==> src/rtl/vote_tally_if.sv <==
// Bus between the evm voting FSM / result display and vote_tally.
// The master drives votes, poll control and the count read-select; the slave returns results.
interface vote_tally_if #(
  parameter int CNT_W = 8
);
  logic             vote_lock;
  logic [1:0]       option;
  logic             poll_close;
  logic             poll_open;
  logic [1:0]       tally_sel;
  logic [CNT_W-1:0] tally_count;
  logic             vote_ack;
  logic             vote_reject;
  logic [1:0]       winner;
  logic             tie;
  logic             result_valid;
  logic             overflow;

  modport master (
    output vote_lock, option, poll_close, poll_open, tally_sel,
    input  tally_count, vote_ack, vote_reject, winner, tie, result_valid, overflow
  );

  modport slave (
    input  vote_lock, option, poll_close, poll_open, tally_sel,
    output tally_count, vote_ack, vote_reject, winner, tie, result_valid, overflow
  );
endinterface

==> src/rtl/vote_tally.sv <==
// Per-candidate vote counter with a sequential winner scan on poll close.
// Define VOTE_TALLY_ABSTAIN_EN to count option-0 votes in a separate abstain counter.
module vote_tally #(
  parameter int NUM_CAND = 3,
  parameter int CNT_W    = 8
) (
  input logic         clk,
  input logic         reset,
  vote_tally_if.slave bus
);
  typedef enum logic [1:0] {ST_OPEN, ST_SCAN, ST_DONE} state_t;

  localparam logic [CNT_W-1:0] CNT_MAX = '1;

  state_t           state;
  logic             vote_lock_q;
  logic [CNT_W-1:0] cnt [1:NUM_CAND];
`ifdef VOTE_TALLY_ABSTAIN_EN
  logic [CNT_W-1:0] abstain_cnt;
`endif
  logic [1:0]       scan_idx;
  logic [CNT_W-1:0] scan_max;
  logic             vote_ack;
  logic             vote_reject;
  logic [1:0]       winner;
  logic             tie;
  logic             result_valid;
  logic             overflow;

  logic             vote_event;
  logic             opt_valid;
  logic [CNT_W-1:0] opt_cnt;
  logic [CNT_W-1:0] scan_cnt;
  logic [CNT_W-1:0] tally_count;

  // NOTE: every always_comb output gets a default first so no path can infer a latch.
  always_comb begin
    vote_event  = bus.vote_lock & ~vote_lock_q;
    opt_cnt     = '0;
    scan_cnt    = '0;
    tally_count = '0;
    for (int i = 1; i <= NUM_CAND; i++) begin
      if (bus.option == 2'(i))    opt_cnt     = cnt[i];
      if (scan_idx == 2'(i))      scan_cnt    = cnt[i];
      if (bus.tally_sel == 2'(i)) tally_count = cnt[i];
    end
`ifdef VOTE_TALLY_ABSTAIN_EN
    if (bus.option == 2'd0)    opt_cnt     = abstain_cnt;
    if (bus.tally_sel == 2'd0) tally_count = abstain_cnt;
    opt_valid = int'(bus.option) <= NUM_CAND;
`else
    opt_valid = (bus.option != 2'd0) && (int'(bus.option) <= NUM_CAND);
`endif
  end

  // NOTE: the counter array is a handful of flops, not a RAM, so it is reset like any other state.
  always_ff @(posedge clk or negedge reset) begin
    if (!reset) begin
      state        <= ST_OPEN;
      vote_lock_q  <= 1'b0;
      for (int i = 1; i <= NUM_CAND; i++) cnt[i] <= '0;
`ifdef VOTE_TALLY_ABSTAIN_EN
      abstain_cnt  <= '0;
`endif
      scan_idx     <= 2'd1;
      scan_max     <= '0;
      vote_ack     <= 1'b0;
      vote_reject  <= 1'b0;
      winner       <= 2'd0;
      tie          <= 1'b0;
      result_valid <= 1'b0;
      overflow     <= 1'b0;
    end else begin
      // NOTE: sequential state uses non-blocking assignments so every read sees pre-edge values.
      vote_lock_q <= bus.vote_lock;
      vote_ack    <= 1'b0;
      vote_reject <= 1'b0;
      unique case (state)
        ST_OPEN: begin
          if (vote_event) begin
            if (opt_valid) begin
              vote_ack <= 1'b1;
              // A saturated counter holds its value; the vote is still acknowledged.
              if (opt_cnt == CNT_MAX) overflow <= 1'b1;
              for (int i = 1; i <= NUM_CAND; i++)
                if (bus.option == 2'(i) && cnt[i] != CNT_MAX) cnt[i] <= cnt[i] + CNT_W'(1);
`ifdef VOTE_TALLY_ABSTAIN_EN
              if (bus.option == 2'd0 && abstain_cnt != CNT_MAX)
                abstain_cnt <= abstain_cnt + CNT_W'(1);
`endif
            end else begin
              vote_reject <= 1'b1;
            end
          end
          if (bus.poll_close) begin
            state    <= ST_SCAN;
            scan_idx <= 2'd1;
            scan_max <= '0;
          end
        end
        ST_SCAN: begin
          if (vote_event) vote_reject <= 1'b1;
          // Strictly-greater wins, so on equal counts the lower index is kept.
          if (scan_cnt > scan_max) begin
            scan_max <= scan_cnt;
            winner   <= scan_idx;
            tie      <= 1'b0;
          end else if (scan_cnt == scan_max && scan_cnt != '0) begin
            tie <= 1'b1;
          end
          if (scan_idx == 2'(NUM_CAND)) begin
            state        <= ST_DONE;
            result_valid <= 1'b1;
          end else begin
            scan_idx <= scan_idx + 2'd1;
          end
        end
        ST_DONE: begin
          if (vote_event) vote_reject <= 1'b1;
          if (bus.poll_open) begin
            state        <= ST_OPEN;
            result_valid <= 1'b0;
            winner       <= 2'd0;
            tie          <= 1'b0;
            overflow     <= 1'b0;
            for (int i = 1; i <= NUM_CAND; i++) cnt[i] <= '0;
`ifdef VOTE_TALLY_ABSTAIN_EN
            abstain_cnt <= '0;
`endif
          end
        end
        default: state <= ST_OPEN;
      endcase
    end
  end

  assign bus.tally_count  = tally_count;
  assign bus.vote_ack     = vote_ack;
  assign bus.vote_reject  = vote_reject;
  assign bus.winner       = winner;
  assign bus.tie          = tie;
  assign bus.result_valid = result_valid;
  assign bus.overflow     = overflow;
endmodule

==> src/flat_wrapper.sv <==
// flat-port wrapper written by rule: the top's interface ports become plain ports
module vote_tally_flat 
#(
  parameter int NUM_CAND = 3,
  parameter int CNT_W    = 8
)
  (clk, reset, bus_vote_lock, bus_option, bus_poll_close, bus_poll_open, bus_tally_sel, bus_tally_count, bus_vote_ack, bus_vote_reject, bus_winner, bus_tie, bus_result_valid, bus_overflow);
  vote_tally_if #(.CNT_W(CNT_W)) bus_i ();
  input logic clk;
  input logic reset;
  input wire logic [$bits(bus_i.vote_lock)-1:0] bus_vote_lock;
  input wire logic [$bits(bus_i.option)-1:0] bus_option;
  input wire logic [$bits(bus_i.poll_close)-1:0] bus_poll_close;
  input wire logic [$bits(bus_i.poll_open)-1:0] bus_poll_open;
  input wire logic [$bits(bus_i.tally_sel)-1:0] bus_tally_sel;
  output wire logic [$bits(bus_i.tally_count)-1:0] bus_tally_count;
  output wire logic [$bits(bus_i.vote_ack)-1:0] bus_vote_ack;
  output wire logic [$bits(bus_i.vote_reject)-1:0] bus_vote_reject;
  output wire logic [$bits(bus_i.winner)-1:0] bus_winner;
  output wire logic [$bits(bus_i.tie)-1:0] bus_tie;
  output wire logic [$bits(bus_i.result_valid)-1:0] bus_result_valid;
  output wire logic [$bits(bus_i.overflow)-1:0] bus_overflow;
  assign bus_i.vote_lock = bus_vote_lock;
  assign bus_i.option = bus_option;
  assign bus_i.poll_close = bus_poll_close;
  assign bus_i.poll_open = bus_poll_open;
  assign bus_i.tally_sel = bus_tally_sel;
  assign bus_tally_count = bus_i.tally_count;
  assign bus_vote_ack = bus_i.vote_ack;
  assign bus_vote_reject = bus_i.vote_reject;
  assign bus_winner = bus_i.winner;
  assign bus_tie = bus_i.tie;
  assign bus_result_valid = bus_i.result_valid;
  assign bus_overflow = bus_i.overflow;
  vote_tally #(.NUM_CAND(NUM_CAND), .CNT_W(CNT_W)) u_core (.clk(clk), .reset(reset), .bus(bus_i));
endmodule
==> config.mk <==
export PLATFORM = sky130hd
export DESIGN_NAME = vote_tally_flat
export DESIGN_NICKNAME = d
export VERILOG_FILES = /design/src/rtl/vote_tally_if.sv /design/src/rtl/vote_tally.sv /design/src/flat_wrapper.sv
export SDC_FILE = /design/constraint.sdc
export NUM_CORES = 1
export LEC_CHECK = 0
export CORE_MARGIN = 3
export CORE_UTILIZATION = 45
export DETAILED_ROUTE_END_ITERATION = 16
export PLACE_DENSITY = 0.66
export SLEW_MARGIN = 20
export SYNTH_ARGS = -nofsm -noshare
export SYNTH_HDL_FRONTEND = slang
export SYNTH_SLANG_ARGS = --single-unit
==> constraint.sdc <==
create_clock -name clk -period 7.5 [get_ports clk]
set_input_delay 1.5 -clock clk [delete_from_list [all_inputs] [get_ports clk]]
set_output_delay 1.5 -clock clk [all_outputs]
set_load 0.01 [all_outputs]
== Word level (Yosys, flattened, before mapping) ==
Cells that the tools add are included.
W data, S select, Z words.
Word-level totals
  bits of input ports: 9
  bits in writable memories: 0
  memories: 0
  latch bits: 0
  flip-flop bits (word level): 44
  bits in read-only memories: 0
Operators by class
  magnitude comparators: 1
  eq/ne operators: 28
  reduce and logical (&&, ||, !) cells: 21
  shift operators: 0
  muxes and demuxes: 44
  bitwise logic cells: 2
  add/subtract/negate cells: 4
  $mul: 0
  divide/modulo/power cells: 0
Operators by type and width (count)
  $mux W8: 14
  $mux W24: 3
  $pmux W24 S2: 1
  $add A8 B1 Y8 const B: 3
  $ne A8 B8 Y1 const B: 3
  $reduce_and A5 Y1: 4
  $reduce_and A3 Y1: 6
  $ne A2 B1 Y1 const B: 8
  $pmux W8 S2: 1
  $eq A2 B2 Y1 const B: 7
  $mux W1: 13
  $mux W2: 5
  $eq A2 B1 Y1 const B: 4
  $eq A8 B8 Y1: 1
  $eq A8 B8 Y1 const B: 1
  $gt A8 B8 Y1: 1
  $pmux W1 S2: 4
  $pmux W2 S2: 2
  $reduce_bool A2 Y1: 4
  $reduce_bool A8 Y1: 1
  $ne A2 B2 Y1 const B: 3
  $pmux W2 S3: 1
  $logic_and A1 B1 Y1: 4
  $ne A3 B1 Y1 const B: 1
  other kinds (5): 5

== Depth between registers and ports, before layout ==
Gate-level depths: netlist of run 1.
  word-level depth: 9
  depth in mapped cells: 14

== Worst setup path before layout of run 1 ==
Ideal clock, no wire load.
  path type: input-to-output
  from: input bus_tally_sel[1]
  to: output bus_tally_count[0]
  arrival time: 2.392 ns
  setup slack: 3.608 ns
  buffers on the path: 2
  stages on the path: 4
  path through: clkbuf_1 > nor2b_1 > clkbuf_1 > a22o_1
Between the ends
  cells in the longest elaborated chain, start to end: 4
Ends and longest elaborated chain
  start: declaration: line flat_wrapper.sv:15  | input wire logic [$bits(bus_i.tally_sel)-1:0] bus_tally_sel;
  $eq A2 B1 Y1: line vote_tally.sv:45  | if (bus.tally_sel == 2'(i)) tally_count = cnt[i];
  $mux W8 (2 in a row): line vote_tally.sv:45
  $mux W8 *: line vote_tally.sv:45
  end: declaration: line flat_wrapper.sv:16  | output wire logic [$bits(bus_i.tally_count)-1:0] bus_tally_count;
Every way passes the cells marked *; elsewhere a longest branch is shown, timed or not.

== Worst setup path in the final report of run 1 ==
  from: input bus_tally_sel[1]
  to: output bus_tally_count[6]
Same word-level chain as after synthesis.

==> results.ini, run 1 <==
[timing]
slew_headroom_pct=52.61
fin_ws_ns=2.431
slew_violations=0
skew_ns=0.01155
tns_ns=0
hold_violations=0
period_share_pct=67.59
worstMarginPinSlew_ns=0.7109
max_clock_freq_mhz=197.3
fin_crit_ns=5.069
rsz0062_at_grt=no
setup_violations=0

[drt]
wl_per_cell_um=16.48
vias=2684
routed_wl_um=7365
viasPerCell=6.004
route.detailed.drc=0
drtIter0Drc=189
ant_nets=0
drt_pass1_iterations=4

[global_routing]
grt_max_degree=45
use_met3_pct=3.575
grt-busiest-layer=met2
use_met1_pct=29.43
grtUsageTotal_pct=20.08
use_met2_pct=31.07
grt.overflow.total=0
grt_antenna_before_repair=0
grt_pass1_vias=2437
grt_pass1_wl_um=12250

[critical_path]
worstSetupEndpoint=bus_tally_count[6]
rr_endpoint=u_core.bus.tie$_DFFE_PN0P_
critPathLaunch=bus_tally_sel[1]
crit-reg2reg-launch=u_core.scan_idx[0]$_DFFE_PN1P_
required_ns=6.00
critPathArrivalTime_ns=3.57
r2r_cells=11
crit_path_frequent_cell=clkdlybuf4s50_1
crit_path_start_kind=input pin
ff2ff_setup_slack_ns=3.93
slowest_stage=clkdlybuf4s50_1
setup.worst_path.class=input pin to output pin
crit_fanout=9
path_cells=clkdlybuf4s50_1, nor2b_1, a22o_1, clkdlybuf4s50_1
worstSetupEndpointType=output pin
slowest_delay_ns=0.72

[clocking]
cts-resized-gates=0
cts-buffers-inserted=5
clockBufferDepth=2
postCtsSetupRepairBufs=0
cts_tree=yes
cts.clk_slew.worst_paths_ns=0.09
cts_root_buffer=clkbuf_8
ctsHoldBuffers=0
clock-sinks=44
clkLatencyLatePin_ns=0.30
cts-htree-levels=2

[power]
power.leakage_nw=1.465
combPwrFrac_pct=57.1
pwr-share-seq_pct=28.8
internal-power_w=0.0007479
power_density_nw_per_um2=404.8
switching_power_w=0.0006237
p_clk_share_pct=14.0
swShare_pct=45.47
vdd_drop_max_mv=0.2317

[yosys]
avgSynthCellArea_sq_um=8.376
seq_area_frac_synth_pct=36.26
synth_common_cells=dfrtp_1, a21oi_1, nand2_1, o21ai_0
netlist_area_sq_um=3040
synth-main-ff-cell=dfrtp_1
synth-simple-area-share_pct=23.09
netlist_instances=363
synth_area_leaders=dfrtp_1, ha_1, a21oi_1
ys_types=47
yosysMostFrequentCell=dfrtp_1
synthArstFlopShare_pct=100.0
yosysTopAreaCell=dfrtp_1
yosys_register_bits=44
synth_xor_area_share_pct=0
synth-compound-area-share_pct=22.10
synthMuxAreaShare_pct=5.103
synth_top_family_by_area=simple AND/OR/NAND/NOR gates
synthAdderAreaFrac_pct=7.407
synth_edf_count=0
synth_top_area_share_pct=35.39
synthesis.nets=390
yosysWarnings=0

[status]
outcome=finished clean

[run]
timing.max_cap.violations=0

[cells_and_area]
post-route-util_pct=52.46
layout.cells.non_filler=447
areaGrowthSynthToFinish_pct=11.44
drive_gt1_share_pct=7.568
antenna_cells=0
nets=396

[floorplan]
std_cell_rows=29
ios=24
fp.dieH_um=88.20
core_region_area_sq_um=6459
initial_utilization_pct=47.07
die_w_um=88.20
dieArea_sq_um=7778

[place]
globalplace.congestion=0.8957
dp_slack_ns=2.446
io_buffers=23
hpwl_um=5218
dp_cells=439

[min_path]
hold_depth=1
hold_path.class=flip-flop to flip-flop

-- through the flow --
stage,cell area [sq um],hold WS (ns),power (W)
final,3388,0.5132,0.001372
after global routing,3388,0.5366,0.001491
after detailed placement,3264,0.5009,0.001177
after CTS,3386,0.5224,0.001373
after floorplan,3040,0.5086,0.0009720
after global placement,3264,0.4830,0.001156
-- power groups by stage --
stage	Combinational (W)	Sequential, W	Clock, W
2_1_floorplan	0.000605	0.000367	0
3_3_place_gp	0.000757	0.000399	0
3_5_place_dp	0.000777	0.000400	0
4_1_cts	0.000780	0.000395	0.000198
5_1_grt	0.000879	0.000406	0.000206
6_report	0.000784	0.000396	0.000192
-- how the worst min path moves through the flow --
stage	startpoint	endpoint	slack, ns
after floorplan	u_core.scan_max[7]$_DFFE_PN0P_	u_core.scan_max[7]$_DFFE_PN0P_	0.51
after global placement	u_core.bus.tie$_DFFE_PN0P_	u_core.bus.tie$_DFFE_PN0P_	0.48
after detailed placement	u_core.bus.tie$_DFFE_PN0P_	u_core.bus.tie$_DFFE_PN0P_	0.50
after CTS	u_core.bus.tie$_DFFE_PN0P_	u_core.bus.tie$_DFFE_PN0P_	0.52
after global routing	u_core.bus.tie$_DFFE_PN0P_	u_core.bus.tie$_DFFE_PN0P_	0.54
final	u_core.bus.tie$_DFFE_PN0P_	u_core.bus.tie$_DFFE_PN0P_	0.51
-- placed cells by master (no fill, tap or decap), types with 10 or more instances in the layout --
cell             Yosys  final
nand3_1             10     10
dfrtp_1             43     43
nor2_1              11     11
nand2b_1            11     11
inv_1               18     18
o21ai_0             24     24
ha_1                18     18
clkdlybuf4s50_1      0     22
a21oi_1             42     42
nor3_1              15     15
nand2_1             41     41
-- metal layers --
layer | part of all wire (%) | vias up
li1 | - | 1325
met1 | 49 | 1292
met2 | 46 | 59
met3 | 3.8 | 8
met4 | 1.1 | 0
met5 | 0 | -
-- sequential cells by signal, indices dropped and copies added (netlist names) --
name / flops
u_core.cnt: 24
u_core.scan_max: 8
u_core.bus.tie: 1
u_core.bus.winner: 2
u_core.bus.vote_ack: 1
u_core.state: 2
u_core.scan_idx: 2
u_core.vote_lock_q: 1
u_core.bus.result_valid: 1
u_core.bus.overflow: 1
u_core.bus.vote_reject: 1
-- critical path, delay by kind of cell --
kind                   cells  cell delay (ns)
buffers and inverters      2             1.26
AND/OR/NAND/NOR            1             0.54
AO/OA/AOI/OAI              1             0.27
-- area by class of cell --
| class | instances | area (sq um) |
|---|---|---|
| Clock buffer | 6 | 82.58 |
| Clock inverter | 2 | 38.79 |
| Fill cell | 613 | 3070 |
| Inverter | 19 | 71.32 |
| Multi-Input combinational cell | 274 | 1754 |
| Sequential cell | 44 | 1102 |
| Tap cell | 77 | 96.34 |
| Timing Repair Buffer | 25 | 242.7 |
-- cells by family (layout without fill, tap and decap cells) --
logic type / after synthesis / in the layout
muxes: 14 / 14
AOI/OAI and AO/OA: 110 / 110
buffers and inverters: 45 / 52
DFF: 44 / 44
and+or+nand+nor: 132 / 132
adders and majority gates: 18 / 18
Power figures use the tool's default switching activity.
==> run 2, diff against run 1 <==
clock period = 5.2 ns   (was 7.5 ns; I/O delays follow)
==> results.ini, run 2 (synthesis results as in run 1) <==
[min_path]
hold_path.class=flip-flop to flip-flop
hold_depth=1  ; unchanged

[power]
combPwrFrac_pct=57.6  ; +0.5 points
power.leakage_nw=1.458  ; -0.42%
vdd_drop_max_mv=0.3500  ; +51%
power_density_nw_per_um2=583.1  ; +44%
pwr-share-seq_pct=29.0  ; +0.2 points
internal-power_w=0.001066  ; +42%
switching_power_w=0.0009019  ; +45%
p_clk_share_pct=13.4  ; -0.6 points
swShare_pct=45.84  ; +0.36 points
power.total_w=0.001968  ; +43%

[cells_and_area]
top_regs=u_core.cnt x24, u_core.scan_max x8
antenna_cells=0  ; unchanged
largest_register=u_core.cnt
multi_input_area_sq_um=1754  ; unchanged
nets=396  ; unchanged
post-route-util_pct=52.25  ; -0.21 points
largest_register_ffs=24  ; unchanged
layout_commonest_cell=dfrtp_1
seqCellArea_sq_um=1102  ; unchanged
drive_gt1_share_pct=7.297  ; -0.27 points
n_fill_cell=599  ; -2.3%
areaGrowthSynthToFinish_pct=10.99
mostFrequentLayoutCells=dfrtp_1, a21oi_1, nand2_1, o21ai_0, clkdlybuf4s50_1
fin_area_sq_um=3374  ; -0.41%

[clocking]
cts-buffers-inserted=5  ; unchanged
ctsHoldBuffers=0  ; unchanged
cts_tree=yes
postCtsSetupRepairBufs=0  ; unchanged
cts-htree-levels=2  ; unchanged
cts_root_buffer=clkbuf_8
clockBufferDepth=2  ; unchanged
cts-resized-gates=0  ; unchanged
cts.clk_slew.worst_paths_ns=0.08  ; about the same
clkLatencyLatePin_ns=0.30  ; about the same
clock-sinks=44  ; unchanged

[drt]
routed_wl_um=7402  ; +0.50%
wl_per_cell_um=16.56  ; +0.50%
route.detailed.drc=0  ; unchanged
drt_pass1_iterations=4  ; unchanged
vias=2677  ; -0.26%
ant_nets=0  ; unchanged
drtIter0Drc=184  ; -2.6%
viasPerCell=5.989  ; -0.26%

[critical_path]
required_ns=4.16  ; -1.84 ns
worst-path-stages=4  ; unchanged
slowest_delay_ns=0.69  ; -0.03 ns
r2r_cells=11  ; unchanged
worstSetupEndpointType=output pin
critPathBufInv=2  ; unchanged
critPathArrivalTime_ns=3.05  ; -0.52 ns
crit_path_frequent_cell=clkdlybuf4s50_1
crit_path_start_kind=input pin
slowest_stage=clkdlybuf4s50_1
setup.worst_path.class=input pin to output pin
path_cells=clkdlybuf4s50_1, nor2b_1, a22o_1, clkdlybuf4s50_1
path_delay_family=buffers and inverters
crit_fanout=9  ; unchanged

[place]
hpwl_um=5153  ; -1.3%
placedInstanceArea_sq_um=3264  ; unchanged
io_buffers=23  ; unchanged
globalplace.congestion=0.9333  ; +4.2%

[floorplan]
dieArea_sq_um=7778  ; unchanged
ios=24  ; unchanged
initial_utilization_pct=47.07  ; unchanged
std_cell_rows=29  ; unchanged
core_region_area_sq_um=6459  ; unchanged
fp.dieH_um=88.20  ; unchanged
die_w_um=88.20  ; unchanged

[timing]
max_clock_freq_mhz=244.5
period_share_pct=78.66
tns_ns=0  ; unchanged
hold_violations=0  ; unchanged
setup_violations=0  ; unchanged
slew_violations=0  ; unchanged
rsz0062_at_grt=no
worstMarginPinSlew_ns=0.7198  ; +0.008967 ns
whs_ns=0.5002  ; -0.01296 ns
slew_headroom_pct=52.01  ; -0.60 points
skew_ns=0.005642  ; -0.005905 ns
fin_crit_ns=4.090

[run]
timing.max_cap.violations=0  ; unchanged

[global_routing]
grt_pass1_wl_um=12650  ; +3.3%
grt.overflow.total=0  ; unchanged
grt_pass1_vias=2540  ; +4.2%
grtUsageTotal_pct=20.83  ; +0.76 points
grt_antenna_before_repair=0  ; unchanged
grt_max_degree=45  ; unchanged

[status]
outcome=finished clean

[run 2: area by class of cell]
class	instances	share of cell area [%]
multi-input combinational	274	51.98
sequential	44	32.67
timing repair buffer	25	7.193
tap	77	2.855
clock buffer	6	2.151
inverter	19	2.113
clock inverter	2	1.038
[run 2: power groups by stage]
stage | combinational, W | clock, W | sequential (W)
after floorplan | 0.000873 | 0 | 0.000529
after global placement | 0.00109 | 0 | 0.000576
after detailed placement | 0.00112 | 0 | 0.000577
after CTS | 0.00113 | 0.000272 | 0.000570
after global routing | 0.00129 | 0.000287 | 0.000588
final | 0.00113 | 0.000263 | 0.000571
[run 2: worst register-to-register path, cell delays in order (launching register included)]
cell,delay [ns]
dfstp_2,0.58
ha_1,0.60
a21oi_1,0.08
a21oi_1,0.38
inv_1,0.08
ha_1,0.27
and4_1,0.17
nand2_1,0.09
and2_1,0.16
a31o_1,0.33
o311ai_1,0.40
mux2_1,0.35
[run 2: routing by layer]
metal | GRT usage (%) | share of wire (%) | vias to the layer above | wire [um]
met5 | 0 | 0 | - | 0
met4 | 5.907 | 1.5 | 0 | 110
met3 | 3.387 | 5.2 | 11 | 388
met2 | 32.43 | 47 | 68 | 3505
met1 | 29.94 | 46 | 1275 | 3397
li1 | - | - | 1323 | -
[run 2: stage by stage]
stage	worst slack [ns]	instances
detailed placement	1.096	439
CTS	1.095	447
global route	0.9700	447
floorplan	2.228	363
finish	1.110	447
global placement	1.142	439
[run 2: path summary, 6_finish.rpt]
kind | endpoint | slack, ns | from
min in group asynchronous | u_core.cnt[13]$_DFFE_PN0P_ | 0.73 | reset
setup reg to reg | u_core.bus.tie$_DFFE_PN0P_ | 1.58 | u_core.scan_idx[0]$_DFFE_PN1P_
hold reg to reg | u_core.bus.tie$_DFFE_PN0P_ | 0.50 | u_core.bus.tie$_DFFE_PN0P_
max in group asynchronous | u_core.cnt[16]$_DFFE_PN0P_ | 4.07 | reset
hold / removal | u_core.bus.tie$_DFFE_PN0P_ | 0.50 | u_core.bus.tie$_DFFE_PN0P_
setup / recovery | bus_tally_count[7] | 1.11 | bus_tally_sel[1]
==> run 3, diff against run 2 <==
PLACE_DENSITY = 0.69   (was 0.66)
clock period = 3.4 ns   (was 5.2 ns; I/O delays follow)
==> results.ini, run 3 (synthesis results as in run 1) <==
[power]
power_density_nw_per_um2=886.9  ; +52%
power.leakage_nw=1.475  ; +1.1%
vdd_drop_max_mv=0.5592  ; +60%

[cells_and_area]
nets=401  ; +1.3%
layout.cells.non_filler=452  ; +1.1%
largest_register_ffs=24  ; unchanged
layout_commonest_cell=dfrtp_1
drive_gt1_share_pct=9.867  ; +2.6 points
areaGrowthSynthToFinish_pct=12.14
top_regs=u_core.cnt x24, u_core.scan_max x8
mostFrequentLayoutCells=dfrtp_1, a21oi_1, nand2_1, o21ai_0, clkdlybuf4s50_1
antenna_cells=0  ; unchanged
n_fill_cell=627  ; +4.7%
largest_register=u_core.cnt

[critical_path]
crit-reg2reg-launch=u_core.scan_idx[0]$_DFFE_PN1P_
path_delay_family=buffers and inverters
setup.worst_path.class=input pin to output pin
slowest_delay_ns=0.74  ; +0.05 ns
critPathArrivalTime_ns=2.48  ; -0.57 ns
path_cells=clkdlybuf4s50_1, nor2b_1, buf_4, a22o_1, clkdlybuf4s50_1
required_ns=2.72  ; -1.44 ns
slowest_stage=clkdlybuf4s50_1
crit_path_frequent_cell=clkdlybuf4s50_1
critPathLaunch=bus_tally_sel[1]
crit_fanout=9  ; unchanged
critPathBufInv=3  ; +1
crit_path_start_kind=input pin
worstSetupEndpointType=output pin

[drt]
routed_wl_um=7313  ; -1.2%
ant_nets=0  ; unchanged
viasPerCell=6.117  ; +2.1%
route.detailed.drc=0  ; unchanged
wl_per_cell_um=16.18  ; -2.3%
drtIter0Drc=219  ; +19%
vias=2765  ; +3.3%
drt_pass1_iterations=5  ; +1

[floorplan]
initial_utilization_pct=47.07  ; unchanged
std_cell_rows=29  ; unchanged
fp.dieH_um=88.20  ; unchanged
dieArea_sq_um=7778  ; unchanged
die_w_um=88.20  ; unchanged
core_region_area_sq_um=6459  ; unchanged
ios=24  ; unchanged

[global_routing]
grt_pass1_vias=2501  ; -1.5%
grt_pass1_wl_um=12280  ; -3.0%
grtUsageTotal_pct=20.12  ; -0.71 points
grt_max_degree=45  ; unchanged
grt_antenna_before_repair=0  ; unchanged
grt.overflow.total=0  ; unchanged

[timing]
setup_violations=0  ; unchanged
tns_ns=0  ; unchanged
fin_crit_ns=3.161
max_clock_freq_mhz=316.4
skew_ns=0.01198  ; +0.006341 ns
period_share_pct=92.97
hold_violations=0  ; unchanged
slew_headroom_pct=33.95  ; -18 points
rsz0062_at_grt=no
worstMarginPinSlew_ns=0.9907  ; +0.2709 ns
slew_violations=0  ; unchanged

[min_path]
hold_path.class=flip-flop to flip-flop
hold_start=u_core.bus.tie$_DFFE_PN0P_

[clocking]
postCtsSetupRepairBufs=0  ; unchanged
cts_tree=yes
cts.clk_slew.worst_paths_ns=0.08  ; about the same
clock-sinks=44  ; unchanged
cts_root_buffer=clkbuf_8
cts-htree-levels=2  ; unchanged
cts-buffers-inserted=5  ; unchanged
clockBufferDepth=2  ; unchanged
clkLatencyLatePin_ns=0.31  ; about the same

[run]
timing.max_cap.violations=0  ; unchanged

[place]
dp_cells=444  ; +1.1%
hpwl_um=5279  ; +2.4%
io_buffers=23  ; unchanged
globalplace.congestion=0.9027  ; -3.3%

[status]
outcome=finished clean

## run 3: changes by cell type in the layout (fill, tap and decap cells not counted), sizes merged
cell and change:
bufinv -1, buf +5, clkinv +1
## run 3: cell type report
cell class                      instances  area, sq um  area share [%]
Timing Repair Buffer                   30        277.8           8.147
Inverter                               19        71.32           2.092
Multi-Input combinational cell        274         1769           51.89
Tap cell                               77        96.34           2.826
Clock inverter                          2        10.01          0.2936
Clock buffer                            6        82.58           2.422
Sequential cell                        44         1102           32.33
## run 3: routing by layer
| metal | vias up | track usage, % | wire, um |
|---|---|---|---|
| met3 | 16 | 3.669 | 408 |
| li1 | 1335 | - | - |
| met4 | 0 | 6.044 | 142 |
| met5 | - | 0 | 0 |
| met1 | 1320 | 28.41 | 3476 |
| met2 | 94 | 31.48 | 3286 |
## run 3: path summary, 6_finish.rpt
| path | cells after the start | slack (ns) | end |
|---|---|---|---|
| max in group asynchronous | 1 | 2.25 | u_core.scan_max[2]$_DFFE_PN0P_ |
| worst max-delay path | 5 | 0.24 | bus_tally_count[6] |
| worst min register to register | 1 | 0.50 | u_core.bus.tie$_DFFE_PN0P_ |
| worst max register to register | 11 | 0.28 | u_core.bus.tie$_DFFE_PN0P_ |
| worst min-delay path | 1 | 0.50 | u_core.bus.tie$_DFFE_PN0P_ |
| min in group asynchronous | 1 | 0.53 | u_core.cnt[11]$_DFFE_PN0P_ |
## run 3: worst reg2reg max path: cells and delay by family (launching register included)
family	cells	cell delay (ns)
compound gates	5	1.04
fa+ha+maj	2	0.58
buf+inv	1	0.08
flops	1	0.58
mux	1	0.36
simple gates	2	0.37
## run 3: timing repair
| item | CTS | global route |
|---|---|---|
| endpoints found under the setup margin | 0 | 5 |
| hold buffers | 0 | 0 |
| gates resized for setup | 0 | 3 |
## run 3: power breakdown
part | leakage [nW] | switching (W) | internal (W) | total, W
Sequential | 0.483 | 0.000195 | 0.000682 | 0.000877
Clock | 0.0510 | 0.000190 | 0.000163 | 0.000353
Combinational | 0.941 | 0.00102 | 0.000779 | 0.00179
Total | 1.48 | 0.00140 | 0.00162 | 0.00302
## run 3: through the flow
step | worst slack (ns) | total power [W] | hold slack, ns | utilization (%) | cell area, sq um
final | 0.2392 | 0.003024 | 0.4996 | 52.79 | 3410
after global routing | 0.1012 | 0.003321 | 0.5259 | 52.79 | 3410
after CTS | 0.03693 | 0.003008 | 0.5018 | 52.56 | 3395
after detailed placement | 0.08722 | 0.002650 | 0.4816 | 51.12 | 3302
after global placement | 0.1037 | 0.002604 | 0.4788 | 51.12 | 3302
after floorplan | 0.5056 | 0.002144 | 0.3844 | - | 3040
